[config.mk]
export PLATFORM = sky130hd
export DESIGN_NAME = cgra_config_sink
export DESIGN_NICKNAME = d
export VERILOG_FILES = /design/src/rtl/cgra_config_sink.sv
export SDC_FILE = /design/constraint.sdc
export NUM_CORES = 1
export LEC_CHECK = 0
export CORE_UTILIZATION = 35
export CTS_CLUSTER_DIAMETER = 100
export DETAILED_ROUTE_END_ITERATION = 6
export GPL_TIMING_DRIVEN = 1
export PLACE_DENSITY = 0.62
export SYNTH_ARGS = -nofsm -noshare
export SYNTH_HDL_FRONTEND = slang
export SYNTH_SLANG_ARGS = --single-unit
[constraint.sdc]
create_clock -name clk_in -period 4.69 [get_ports clk_in]
set_input_delay 0.7035 -clock clk_in [delete_from_list [all_inputs] [get_ports clk_in]]
set_output_delay 0.7035 -clock clk_in [all_outputs]
set_load 0.01 [all_outputs]
[src/rtl/cgra_config_sink.sv]
// Tile-side CGRA configuration endpoint: decodes one (addr, data) pair per
// cycle into register writes/reads and flags when the config stream is idle.
module cgra_config_sink #(
  parameter logic [15:0] TILE_ID     = 16'h0001,
  parameter int          NUM_REGS    = 8,
  parameter int          IDLE_CYCLES = 4
) (
  input  logic                    clk_in,
  input  logic                    reset_in,
  input  logic [31:0]             config_addr_in,
  input  logic [31:0]             config_data_in,
  output logic [NUM_REGS*32-1:0]  cfg_regs_out,
  output logic [31:0]             read_data_out,
  output logic                    read_valid_out,
  output logic [15:0]             write_count_out,
  output logic                    config_done_out,
  output logic                    illegal_out
);

  localparam int IW = (NUM_REGS > 1) ? $clog2(NUM_REGS) : 1;
  localparam int CW = $clog2(IDLE_CYCLES + 1);

  typedef enum logic [1:0] {
    WAIT_FIRST,
    LOADING,
    DONE
  } state_t;

  state_t        state_q, state_d;
  logic [CW-1:0] idle_q, idle_d;

  logic [7:0]    op;
  logic [7:0]    idx;
  logic [IW-1:0] ridx;
  logic          idle;
  logic          match;
  logic          in_range;
  logic          wr_ok;
  logic          rd_op;
  logic          bad;

  logic [31:0]   regs [NUM_REGS];

  assign op       = config_addr_in[31:24];
  assign idx      = config_addr_in[23:16];
  assign ridx     = idx[IW-1:0];
  assign idle     = (config_addr_in == 32'h0);
  assign match    = !idle && (config_addr_in[15:0] == TILE_ID);
  assign in_range = ({1'b0, idx} < 9'(NUM_REGS));
  assign wr_ok    = match && (op == 8'h00) && in_range;
  assign rd_op    = match && (op == 8'h01);
  assign bad      = match && !(((op == 8'h00) || (op == 8'h01)) && in_range);

  for (genvar i = 0; i < NUM_REGS; i++) begin : g_flat
    assign cfg_regs_out[32*i +: 32] = regs[i];
  end

  always_ff @(posedge clk_in) begin
    if (reset_in) begin
      for (int i = 0; i < NUM_REGS; i++) regs[i] <= '0;
      read_data_out   <= '0;
      read_valid_out  <= 1'b0;
      write_count_out <= '0;
      illegal_out     <= 1'b0;
    end else begin
      read_valid_out <= rd_op;
      if (wr_ok) begin
        regs[ridx] <= config_data_in;
        if (write_count_out != 16'hFFFF)
          write_count_out <= write_count_out + 16'd1;
      end
      if (rd_op)
        read_data_out <= in_range ? regs[ridx] : 32'h0;
      if (bad)
        illegal_out <= 1'b1;
    end
  end

  always_ff @(posedge clk_in) begin
    if (reset_in) begin
      state_q <= WAIT_FIRST;
      idle_q  <= '0;
    end else begin
      state_q <= state_d;
      idle_q  <= idle_d;
    end
  end

  // Done is entered on the edge that completes the IDLE_CYCLES-th idle cycle
  always_comb begin
    state_d = state_q;
    idle_d  = '0;
    unique case (state_q)
      WAIT_FIRST: begin
        if (wr_ok) state_d = LOADING;
      end
      LOADING: begin
        if (idle) begin
          if (idle_q == CW'(IDLE_CYCLES - 1)) state_d = DONE;
          else idle_d = idle_q + CW'(1);
        end
      end
      DONE: begin
        if (wr_ok) state_d = LOADING;
      end
      default: state_d = WAIT_FIRST;
    endcase
  end

  assign config_done_out = (state_q == DONE);

endmodule
==> results by stage <==
Synthesis:
- The combined area of all synthesized cells is ~0.014 mm².
- Summed over all instances, the cell type with the most area after synthesis is edfxtp_1.
- The share of flip-flops with an asynchronous set or reset after synthesis is 0%.
- The average cell area after synthesis is ~13 µm².
- In the synthesized netlist, the number of instances is around 1,100.
- Sorting the synthesized cells by area gives the leading types as edfxtp_1, and2_1, dfxtp_1.
- Yosys mapped a number of flops with a built-in enable equal to approximately 260.
- The most instantiated flip-flop cell in the synthesis netlist is edfxtp_1.
- The share of synthesized area in the top cell type comes to 54.7%.
- The count of cell types in the netlist is between 40 and 50.
- The number of warning messages in the yosys log is 0.
- After synthesis, flip-flops and latches occupy 62.6% of the total area.
- Synthesis produced a netlist with a net count of 1,176.
- The register bit count reported by yosys is approximately 310.

Pwr:
- Combinational logic is responsible for 10.3% of the overall power.
- In this run, flip-flops and latches consume 46.3% of the power.
- The switching power of the nets is 1640 µW.
- Summing internal, switching and leakage power gives a little under 7000 µW.
- The share of total power dissipated in the clock network is roughly 43%.
- The maximum VDD drop is 270 µV.
- The leakage power is 0.00693 µW.
- Net switching is 23.8% of the power.
- In this run the power density over the cells is 349 mW/mm².
- Internal power comes to between 5000 and 6000 µW.

Timing:
- The slew at the pin closest to its max-slew limit is 1010 ps.
- The setup TNS after final layout is 0 ps.
- The final-report setup violation count is 0.
- The worst slew slack as a fraction of its limit is 32.3%.
- Dividing the final minimum period by the clock period gives 70.9%.
- The final hold violation count is 0.
- Clock skew on the completed layout was measured at 19.1 ps.
- Setup repair after global routing left no endpoint under its margin.
- The number of slew-limit violations in the final report is 0.
- The maximum clock frequency is approximately 300 MHz.
- The minimum period implied by the final worst setup slack is 3330 ps.

Worst setup path:
- The biggest cell delay along the critical path is 640 ps.
- The family with the most delay on the worst path is simple AND/OR/NAND/NOR gates.
- The highest net fanout along the worst path is 19.
- STA puts the critical path data required time at approximately 4900 ps.
- Traced cell by cell, the critical path runs through clkdlybuf4s50_1, or4b_1, nor4_4, nand4b_1, nor2_4, or2_2, buf_12.
- STA classifies the critical path startpoint as an input port.
- The classification of the worst setup path is in -> reg.
- The slowest stage of the critical path is the clkdlybuf4s50_1 cell.
- For the worst setup path, the data arrival time is 3580 ps.
- Counting both buffers and inverters, the worst setup path holds a total of 2.
- The category of the worst setup path capture point is a flip-flop.

Floorplan:
- The core area is 0.0396 mm².
- For this configuration, the core starts out at a cell density of 35.4%.
- The die covers a little over 0.04 mm².
- The die width is 202 µm.
- The floorplan step set the die height to roughly 200 µm.
- The I/O pin total is 373.
- The floorplan has 73 rows.

Route:
- After detailed routing, the number of remaining DRC violations is 0.
- In the final routed layout, each cell accounts on average for 24.4 µm.
- The final routed wirelength across all metal layers is between 40,000 and 50,000 µm.
- The detailed router finished its first iteration with ~670 violations.
- The number of detailed-route iterations in the first pass is 5.
- Dividing the detail-routed via count by the number of cells gives 5.29.
- Once detail routing completed, the nets flagged for antenna violations numbered 0.
- Summing over every cut layer, the via total after detailed routing is 10,700.

Clocking:
- The buffer depth of the longest clock path is 3.
- The master cell of the clock root buffer is clkbuf_16.
- The clock slew seen by the registers of the worst setup and hold paths is 60 ps.
- Counting the buffers created by CTS gives 37.
- The total of hold buffers inserted after clock tree synthesis is 0.
- The number of H-tree levels is 2.
- The worst-skew pair later-pin latency is 560 ps.
- In this run the post-CTS setup repair buffer count came out at 0.
- The clock tree from TritonCTS is built.
- The post-cts sizing count is 0.
- The TritonCTS sink count is 311.

Final layout:
- The layout cell share with drive strength beyond 1 is between 10% and 20%.
- Compared with the post-synthesis result, the final layout area differs by 40.4%.
- In the final design database the tool counted 1,534 nets.

GRT:
- The first global-routing pass estimated 72,000 µm of wire.
- The via count of the first global-routing pass was 10,700.
- Entering global routing, the biggest net connects just over 80 pins.
- The remaining global-route overflow is 0.
- The initial antenna violation count is 3.
- For this run, the total global-route usage over all layers was measured as 23.9%.

Run:
- The number of max-capacitance violations reported is 0.

Outcome:
- The flow ran to the end, and the final reports show no timing, DRC or antenna violations.

Placement:
- The congestion estimate from routability-driven global placement came to 0.811.
- In this run the tool buffered the top-level ports with roughly 370 buffer cells.
- The wire-length estimate of the detail-placed layout is 31,600 µm.

Hold path:
- The type of the most critical hold path is reg -> reg.
[routing by layer]
| layer | vias up | share of wire (%) | GRT usage, % |
|---|---|---|---|
| met5 | - | 0.022 | 0 |
| met4 | 2 | 3.1 | 9.13 |
| met3 | 88 | 8.0 | 6.40 |
| met2 | 434 | 47 | 38.4 |
| met1 | 5290 | 42 | 30.8 |
| li1 | 4875 | - | - |
[Yosys cell counts (2+ instances only)]
cell	count
edfxtp_1	256
nand2_1	42
xor2_1	3
and4_1	3
buf_1	10
nand2b_1	2
nor2_1	16
ha_1	3
and3_1	2
or4_1	5
nand4_1	5
a21oi_1	46
mux2i_1	34
clkbuf_1	67
nor4_4	4
dfxtp_1	55
o21ai_0	40
or2_2	10
and2_1	258
mux4_2	2
or3_1	13
buf_2	2
inv_1	3
o311ai_0	30
o22ai_1	61
nor4_1	7
o31ai_1	3
a22o_1	30
nor3_1	5
nand3b_1	2
mux2_2	61
nand4b_1	3
nand3_1	10
[per-stage QoR]
stage	worst slack [ps]	hold WS [ps]	cells	cell area [µm²]	util, %
CTS	1410	426	2018	19700	49.7
detailed placement	838	418	1951	18500	46.6
global placement	869	409	1951	18500	46.6
floorplan	1680	399	1107	14000	-
finish	1360	422	2020	19700	49.8
global route	1270	441	2018	19700	49.7
[final timing paths]
path / startpoint / depth (start not counted) / slack (ps) / to
setup / recovery: config_addr_in[0] / 7 / 1360 / regs[7][24]$_SDFFCE_PN0P_
hold / removal: idle_q[0]$_SDFF_PP0_ / 1 / 420 / idle_q[0]$_SDFF_PP0_
setup reg to reg: write_count_out[0]$_SDFFE_PP0P_ / 6 / 2130 / write_count_out[1]$_SDFFE_PP0P_
hold reg to reg: idle_q[0]$_SDFF_PP0_ / 1 / 420 / idle_q[0]$_SDFF_PP0_
[power groups by stage]
stage          Sequential [µW]  Clock (µW)  Combinational (µW)
3_3_place_gp              3240           0                 706
2_1_floorplan             3270           0                 215
3_5_place_dp              3240           0                 711
4_1_cts                   3180        3030                 716
5_1_grt                   3190        3130                 751
6_report                  3180        2980                 710
[worst reg2reg max path, stage by stage (launching register included)]
cell      delay (ps)
dfxtp_1          570
ha_1             350
nand3_1          100
nor4_1           410
nand3b_1         670
mux2i_1          260
nor2_1            60
[final cells by class]
class                      count  area (µm²)
antenna                        2        5.00
clock buffer                  44         992
clock inverter                23         262
fill                        3483       19900
inverter                       4        15.0
multi-input combinational    713        5000
sequential                   311        8790
tap                          525         657
timing repair buffer         398        4000
[flip-flops by register name, summed over array words and instances, names as in the netlist]
| signal | cells |
|---|---|
| write_count_out | 16 |
| regs | 256 |
| state_q | 2 |
| read_valid_out | 1 |
| idle_q | 3 |
| illegal_out | 1 |
| read_data_out | 32 |
[placed cells by master, fill, tap and decap left out, types with 4 or more instances in the layout]
cell type	instances
a21oi_1	45
a22o_1	30
and2_1	258
buf_12	7
buf_4	20
bufinv_16	5
clkbuf_16	37
clkbuf_8	4
clkdlybuf4s50_1	369
clkinv_1	8
clkinv_2	5
dfxtp_1	55
edfxtp_1	256
mux2_2	61
mux2i_1	34
nand2_1	40
nand3_1	10
nand4_1	5
nor2_1	12
nor2_4	4
nor3_1	5
nor4_1	7
nor4_4	5
o21ai_0	40
o22ai_1	61
o311ai_0	30
or2_2	10
or3_1	13
or4_1	5
[cells by family (layout without fill, tap and decap cells)]
logic type               count (synthesis)  count (layout)  synth area share (%)
adder cells (fa/ha/maj)                  3               3                 0.267
buffers and inverters                   83             469                  2.24
AND/OR/NAND/NOR                        395             395                  17.2
XOR/XNOR                                 3               3                 0.187
multiplexers                            97              97                  7.63
AO/OA/AOI/OAI                          215             215                  9.95
flip-flops                             311             311                  62.6
other                                    0               2                     0
(Power assumes the default switching activity.)
